**src/rtl/multi_cycle_controller_pkg.sv**
```systemverilog
// Shared encodings for the multi-cycle RISC-V control unit: FSM states,
// opcodes, ALU operation codes, datapath mux selects and decode helpers.
package multi_cycle_controller_pkg;

    typedef enum logic [3:0] {
        S_FETCH,
        S_DECODE,
        S_MEMADR,
        S_MEMREAD,
        S_MEMWB,
        S_MEMWRITE,
        S_EXEC_R,
        S_EXEC_I,
        S_ALUWB,
        S_BRANCH,
        S_JAL,
        S_JALR,
        S_JALR_PC,
        S_LUI
    } state_e;

    typedef enum logic [1:0] {
        ALUOP_ADD,
        ALUOP_R,
        ALUOP_I,
        ALUOP_BRANCH
    } alu_op_e;

    localparam logic [6:0] OP_LOAD   = 7'b0000011;
    localparam logic [6:0] OP_STORE  = 7'b0100011;
    localparam logic [6:0] OP_R      = 7'b0110011;
    localparam logic [6:0] OP_I      = 7'b0010011;
    localparam logic [6:0] OP_BRANCH = 7'b1100011;
    localparam logic [6:0] OP_JAL    = 7'b1101111;
    localparam logic [6:0] OP_JALR   = 7'b1100111;
    localparam logic [6:0] OP_LUI    = 7'b0110111;

    localparam logic [2:0] ALU_ADD = 3'b000;
    localparam logic [2:0] ALU_SUB = 3'b001;
    localparam logic [2:0] ALU_AND = 3'b010;
    localparam logic [2:0] ALU_OR  = 3'b011;
    localparam logic [2:0] ALU_SLT = 3'b100;

    localparam logic [1:0] SRC_A_PC     = 2'b00;
    localparam logic [1:0] SRC_A_OLD_PC = 2'b01;
    localparam logic [1:0] SRC_A_RS1    = 2'b10;

    localparam logic [1:0] SRC_B_RS2  = 2'b00;
    localparam logic [1:0] SRC_B_IMM  = 2'b01;
    localparam logic [1:0] SRC_B_FOUR = 2'b10;

    localparam logic [1:0] RES_ALUOUT  = 2'b00;
    localparam logic [1:0] RES_MEMDATA = 2'b01;
    localparam logic [1:0] RES_ALU     = 2'b10;
    localparam logic [1:0] RES_IMM     = 2'b11;

    localparam logic [2:0] IMM_I = 3'b000;
    localparam logic [2:0] IMM_S = 3'b001;
    localparam logic [2:0] IMM_B = 3'b010;
    localparam logic [2:0] IMM_J = 3'b011;
    localparam logic [2:0] IMM_U = 3'b100;

    // An instruction is legal only if both its opcode and funct3 are implemented.
    function automatic logic instr_legal(input logic [6:0] opcode, input logic [2:0] funct3);
        logic ok;
        ok = 1'b0;
        case (opcode)
            OP_LOAD, OP_STORE: ok = (funct3 == 3'b010);
            OP_R, OP_I:        ok = (funct3 == 3'b000) || (funct3 == 3'b111) ||
                                    (funct3 == 3'b110) || (funct3 == 3'b010);
            OP_BRANCH:         ok = (funct3 == 3'b000) || (funct3 == 3'b001) ||
                                    (funct3 == 3'b100) || (funct3 == 3'b101);
            OP_JALR:           ok = (funct3 == 3'b000);
            OP_JAL, OP_LUI:    ok = 1'b1;
            default:           ok = 1'b0;
        endcase
        return ok;
    endfunction

    function automatic logic [2:0] imm_sel(input logic [6:0] opcode);
        logic [2:0] sel;
        sel = IMM_I;
        case (opcode)
            OP_STORE:  sel = IMM_S;
            OP_BRANCH: sel = IMM_B;
            OP_JAL:    sel = IMM_J;
            OP_LUI:    sel = IMM_U;
            default:   sel = IMM_I;
        endcase
        return sel;
    endfunction

endpackage

```
**src/rtl/multi_cycle_controller_alu_decoder.sv**
```systemverilog
// Combinational ALU operation decode from the FSM's operation class plus
// funct3/funct7_5. Unused combinations fall back to add.
module alu_decoder
    import multi_cycle_controller_pkg::*;
(
    input  alu_op_e    alu_op,
    input  logic [2:0] funct3,
    input  logic       funct7_5,
    output logic [2:0] alu_function
);

    always_comb begin
        alu_function = ALU_ADD;
        case (alu_op)
            ALUOP_R, ALUOP_I: begin
                case (funct3)
                    // Immediate form has no subtract: bit 30 belongs to the immediate.
                    3'b000:  alu_function = (alu_op == ALUOP_R && funct7_5) ? ALU_SUB : ALU_ADD;
                    3'b111:  alu_function = ALU_AND;
                    3'b110:  alu_function = ALU_OR;
                    3'b010:  alu_function = ALU_SLT;
                    default: alu_function = ALU_ADD;
                endcase
            end
            ALUOP_BRANCH: alu_function = funct3[2] ? ALU_SLT : ALU_SUB;
            default:      alu_function = ALU_ADD;
        endcase
    end

endmodule

```
**src/rtl/multi_cycle_controller.sv**
```systemverilog
// Multi-cycle RISC-V control FSM: sequences fetch, decode and execute states
// and drives datapath enables/selects; reset suppresses every write.
module multi_cycle_controller
    import multi_cycle_controller_pkg::*;
(
    input  logic       clk,
    input  logic       rst,
    input  logic [6:0] opcode,
    input  logic [2:0] funct3,
    input  logic       funct7_5,
    input  logic       zero,
    input  logic       mem_ready,
    output logic       pc_write,
    output logic       ir_write,
    output logic       mem_write,
    output logic       reg_write,
    output logic       adr_src,
    output logic [1:0] alu_src_a,
    output logic [1:0] alu_src_b,
    output logic [1:0] result_src,
    output logic [2:0] imm_src,
    output logic [2:0] alu_function,
    output logic       illegal_instr,
    output logic       retire
);

    state_e  state_q, state_d;
    alu_op_e alu_op;
    logic    branch_taken;

    always_ff @(posedge clk) begin
        if (rst) state_q <= S_FETCH;
        else     state_q <= state_d;
    end

    always_comb begin
        case (funct3)
            3'b000:  branch_taken = zero;
            3'b001:  branch_taken = !zero;
            3'b100:  branch_taken = !zero;
            3'b101:  branch_taken = zero;
            default: branch_taken = 1'b0;
        endcase
    end

    always_comb begin
        state_d       = state_q;
        alu_op        = ALUOP_ADD;
        pc_write      = 1'b0;
        ir_write      = 1'b0;
        mem_write     = 1'b0;
        reg_write     = 1'b0;
        adr_src       = 1'b0;
        alu_src_a     = SRC_A_PC;
        alu_src_b     = SRC_B_RS2;
        result_src    = RES_ALUOUT;
        imm_src       = IMM_I;
        illegal_instr = 1'b0;
        retire        = 1'b0;
        case (state_q)
            S_FETCH: begin
                alu_src_b  = SRC_B_FOUR;
                result_src = RES_ALU;
                ir_write   = mem_ready;
                pc_write   = mem_ready;
                if (mem_ready) state_d = S_DECODE;
            end
            S_DECODE: begin
                alu_src_a = SRC_A_OLD_PC;
                alu_src_b = SRC_B_IMM;
                imm_src   = imm_sel(opcode);
                if (!instr_legal(opcode, funct3)) begin
                    illegal_instr = 1'b1;
                    state_d       = S_FETCH;
                end else begin
                    case (opcode)
                        OP_LOAD, OP_STORE: state_d = S_MEMADR;
                        OP_R:              state_d = S_EXEC_R;
                        OP_I:              state_d = S_EXEC_I;
                        OP_BRANCH:         state_d = S_BRANCH;
                        OP_JAL:            state_d = S_JAL;
                        OP_JALR:           state_d = S_JALR;
                        OP_LUI:            state_d = S_LUI;
                        default:           state_d = S_FETCH;
                    endcase
                end
            end
            S_MEMADR: begin
                alu_src_a = SRC_A_RS1;
                alu_src_b = SRC_B_IMM;
                imm_src   = imm_sel(opcode);
                state_d   = (opcode == OP_STORE) ? S_MEMWRITE : S_MEMREAD;
            end
            S_MEMREAD: begin
                adr_src = 1'b1;
                if (mem_ready) state_d = S_MEMWB;
            end
            S_MEMWB: begin
                result_src = RES_MEMDATA;
                reg_write  = 1'b1;
                retire     = 1'b1;
                state_d    = S_FETCH;
            end
            S_MEMWRITE: begin
                adr_src   = 1'b1;
                mem_write = 1'b1;
                if (mem_ready) begin
                    retire  = 1'b1;
                    state_d = S_FETCH;
                end
            end
            S_EXEC_R: begin
                alu_op    = ALUOP_R;
                alu_src_a = SRC_A_RS1;
                state_d   = S_ALUWB;
            end
            S_EXEC_I: begin
                alu_op    = ALUOP_I;
                alu_src_a = SRC_A_RS1;
                alu_src_b = SRC_B_IMM;
                state_d   = S_ALUWB;
            end
            S_ALUWB: begin
                reg_write = 1'b1;
                retire    = 1'b1;
                state_d   = S_FETCH;
            end
            S_BRANCH: begin
                alu_op    = ALUOP_BRANCH;
                alu_src_a = SRC_A_RS1;
                pc_write  = branch_taken;
                retire    = 1'b1;
                state_d   = S_FETCH;
            end
            // Jumps: ALUOut already holds the target; recompute old_pc+4 as the link.
            S_JAL, S_JALR_PC: begin
                pc_write  = 1'b1;
                alu_src_a = SRC_A_OLD_PC;
                alu_src_b = SRC_B_FOUR;
                state_d   = S_ALUWB;
            end
            S_JALR: begin
                alu_src_a = SRC_A_RS1;
                alu_src_b = SRC_B_IMM;
                state_d   = S_JALR_PC;
            end
            S_LUI: begin
                imm_src    = IMM_U;
                result_src = RES_IMM;
                reg_write  = 1'b1;
                retire     = 1'b1;
                state_d    = S_FETCH;
            end
            default: state_d = S_FETCH;
        endcase
        if (rst) begin
            state_d       = S_FETCH;
            alu_op        = ALUOP_ADD;
            pc_write      = 1'b0;
            ir_write      = 1'b0;
            mem_write     = 1'b0;
            reg_write     = 1'b0;
            adr_src       = 1'b0;
            alu_src_a     = SRC_A_PC;
            alu_src_b     = SRC_B_RS2;
            result_src    = RES_ALUOUT;
            imm_src       = IMM_I;
            illegal_instr = 1'b0;
            retire        = 1'b0;
        end
    end

    alu_decoder u_alu_decoder (
        .alu_op       (alu_op),
        .funct3       (funct3),
        .funct7_5     (funct7_5),
        .alu_function (alu_function)
    );

endmodule

```
**config.mk**
```make
export PLATFORM = sky130hd
export DESIGN_NAME = multi_cycle_controller
export DESIGN_NICKNAME = d
export VERILOG_FILES = /design/src/rtl/multi_cycle_controller_pkg.sv /design/src/rtl/multi_cycle_controller_alu_decoder.sv /design/src/rtl/multi_cycle_controller.sv
export SDC_FILE = /design/constraint.sdc
export NUM_CORES = 1
export LEC_CHECK = 0
export CORE_ASPECT_RATIO = 0.6
export CORE_MARGIN = 2
export CORE_UTILIZATION = 29
export CTS_CLUSTER_DIAMETER = 40
export CTS_CLUSTER_SIZE = 8
export DETAILED_ROUTE_END_ITERATION = 16
export PLACE_DENSITY = 0.66
export SLEW_MARGIN = 40
export SYNTH_ARGS = -nofsm -noshare
export SYNTH_HDL_FRONTEND = slang
export SYNTH_SLANG_ARGS = --single-unit
```
**constraint.sdc**
```tcl
create_clock -name clk -period 6.3 [get_ports clk]
set_input_delay 1.26 -clock clk [delete_from_list [all_inputs] [get_ports clk]]
set_output_delay 1.26 -clock clk [all_outputs]
set_load 0.005 [all_outputs]
```
==> summary.md <==
| Metric | Value |
|---|---|
| Synth area leader | `dfxtp_1` |
| Share of cells above drive strength 1 | `7.95%` |
| Slew @ Worst Pin | `0.776 ns` |
| Num CTS Buffers | `3` |
| Antenna violations before repair | `0` |
| R2R setup slack | `4.40 ns` |
| Routability Congestion | `0.830` |
| Final Cycle Share | `72.9%` |
| CTS H-tree lvls | `1` |
| Critical path arrival | `3.34 ns` |
| GRT busiest layer | `met1` |
| Diodes inserted | `0` |
| Post-DP Area | `0.00132 mm^2` |
| Crit path max-delay cell type | `clkdlybuf4s50_1` |
| Mapped Area | `992 um^2` |
| Synth cell types | `47` |
| Die width | `79.5 um` |
| Routing usage on met3 | `2.22%` |
| IO Pins | `34` |
| Slew HR | `48.2%` |
| Mapped Cells | `150` |
| Top cell type's share of synthesized area | `8.07%` |
| WL final | `2.76 mm` |
| First-pass GRT wire length | `4.61 mm` |
| Routed vias/inst | `5.25` |
| Pins Over Slew Limit | `0` |
| GR Layer Usage met2 | `20.4%` |
| Post-DRT Antenna Nets | `0` |
| DR iter-0 viols | `73` |
| DRC | `0` |
| Yosys reg bits | `4` |
| DR WL/cell | `12.5 um` |
| Cell mode on critical path | `clkdlybuf4s50_1` |
| Met1 usage | `21.7%` |
| Biggest register | `state_q` |
| Nets | `196` |
| Router iterations before antenna repair | `4` |
| Mapped Nets | `168` |
| Period minus WS final | `4.60 ns` |
| Setup TNS | `0 ns` |
| Biggest regs | `state_q: 4 flops` |
| Achievable Freq | `218 MHz` |
| Pin count of the biggest net entering global routing | `27` |
| Type of the worst min-delay path | `flop to flop` |
| PD cells | `91.5 mW/mm^2` |
| Cts repair resizes | `0` |
| Avg Inst Size Synth | `6.61 um^2` |
| Post-synth top cells | `17 x nor2_1, 12 x a21oi_1, 11 x nand3_1` |
| Crit path kind | `primary input to output pin` |
| Max clock buf depth | `2` |
| Register area share after synthesis | `8.07%` |
| GR Overflow Total | `0` |
| Asr flop ratio synth | `0%` |
| Type of origin of the critical path | `primary input` |
| Port Buffer Count | `33` |
| Finish-stage setup viols | `0` |
| HPWL Detailed | `2.10 mm` |
| Clk root buf | `clkbuf_8` |
| Most numerous cell in the Yosys netlist | `nor2_1` |
| Leak | `0.511 nW` |
| Setup bufs post-CTS | `0` |
| # rows | `16` |
| Finished Cell Area | `0.00137 mm^2` |
| Status | `completed` |
| Worst clock skew | `0.000253 ns` |
| Hold Buf Count CTS | `0` |
| DR vias | `1161` |
| Syn-to-layout area delta | `37.7%` |
| Starting Density | `30.4%` |
| Clk sink count | `4` |
| Crit path max fanout | `20` |
| Total global routing track utilization | `14.3%` |
| Maximum vdd drop | `0.0000627 V` |
| Number of global-route vias before repair | `1011` |
| Delay of the slowest critical-path stage | `0.57 ns` |
| Final hold vios | `0` |
| RSZ-0062 raised after global routing | `no` |
| Crit path cell chain | `clkdlybuf4s50_1 -> buf_4 -> nand3b_1 -> ha_1 -> nor4b_1 -> clkdlybuf4s50_1` |
| Max reg flops | `4` |
| CTS tree | `yes` |
| Number of max-cap violations | `0` |
| Crit end category | `output pin` |
| Clock Pin Slew Worst Setup and Hold Paths | `0.03 ns` |
| CP Data Required Time | `5.04 ns` |
| Post-synth EDFFs | `0` |
| Multi-input gate area | `823 um^2` |
| Filler cells | `348` |
| Top_reg_cell synth | `dfxtp_1` |
| Die height | `49.3 um` |
| Core ar. | `0.00326 mm^2` |
| Clk_lat worst skew | `0.22 ns` |
| Synth top area cells | `dfxtp_1 8.1%, nor2_1 6.4%, a21oi_1 6.1%` |
| Die area | `0.00392 mm^2` |
| Storage cell area | `81.3 um^2` |
| Synthesis warning total | `0` |
critical path, delay by kind of cell:
family	cells	cell delay, ns
simple gates	2	0.54
buf+inv	3	1.17
fa+ha+maj	1	0.36
cell usage in the layout (no fill, tap or decap), drive strengths merged, types with 2 or more instances in the layout:
cell | Yosys | final
o21a | 2 | 2
xor2 | 4 | 4
dfxtp | 4 | 4
and2 | 2 | 2
nor4b | 3 | 3
inv | 7 | 7
clkbuf | 3 | 3
a31o | 3 | 3
nand3b | 2 | 2
and3b | 2 | 2
ha | 3 | 3
a21oi | 12 | 12
o21ai | 10 | 10
or3 | 2 | 2
nand2b | 5 | 5
nor4 | 3 | 3
nor2b | 6 | 6
and3 | 3 | 3
nand3 | 11 | 11
xnor2 | 2 | 2
nor2 | 17 | 17
nor3 | 8 | 8
nand2 | 9 | 9
a211oi | 3 | 3
clkdlybuf4s50 | 0 | 33
metal layers:
layer  wire, um  share of wire (%)
met5          0                  0
met4         14               0.51
met3        179                6.5
met2       1120                 41
met1       1440                 52
logic make-up (layout without fill, tap and decap cells):
| family | count (synthesis) | count (layout) | share of synthesized area, % |
|---|---|---|---|
| AO/OA/AOI/OAI | 41 | 41 | 29.9 |
| XOR/XNOR | 6 | 6 | 5.30 |
| adder cells (fa/ha/maj) | 3 | 3 | 3.78 |
| multiplexers | 1 | 1 | 1.13 |
| flip-flops | 4 | 4 | 8.07 |
| AND/OR/NAND/NOR | 77 | 77 | 42.9 |
| buffers and inverters | 18 | 44 | 8.95 |
final timing paths:
path | startpoint | endpoint | cells after the start
worst max-delay path | rst | alu_function[1] | 6
worst min-delay path | state_q[3]$_SDFFE_PP0P_ | state_q[3]$_SDFFE_PP0P_ | 3
worst max register to register | state_q[1]$_SDFFE_PP0P_ | state_q[2]$_SDFFE_PP0P_ | 5
worst min register to register | state_q[3]$_SDFFE_PP0P_ | state_q[3]$_SDFFE_PP0P_ | 3
power breakdown:
part / switching (mW) / internal [mW] / total (mW)
clock network: 0.0140 / 0.0408 / 0.0548
registers: 0.00221 / 0.0259 / 0.0281
logic: 0.0201 / 0.0220 / 0.0421
area by class of cell:
| class | instances | share of cell area (%) |
|---|---|---|
| Clock buffer | 3 | 3.02 |
| Inverter | 7 | 1.92 |
| Multi-Input combinational cell | 128 | 60.3 |
| Sequential cell | 4 | 5.95 |
| Tap cell | 45 | 4.12 |
| Timing Repair Buffer | 34 | 24.7 |
metrics by stage:
step	setup slack, ns	hold slack (ns)	std cells	power [mW]	utilization [%]
after floorplan	2.75	0.707	150	0.0496	-
after global placement	1.74	0.976	218	0.0698	40.6
after detailed placement	1.71	0.954	218	0.0700	40.6
after CTS	1.70	0.959	221	0.126	41.8
after global routing	1.62	0.965	221	0.134	41.9
final	1.70	0.907	221	0.125	41.9
Power figures use the tool's default switching activity.
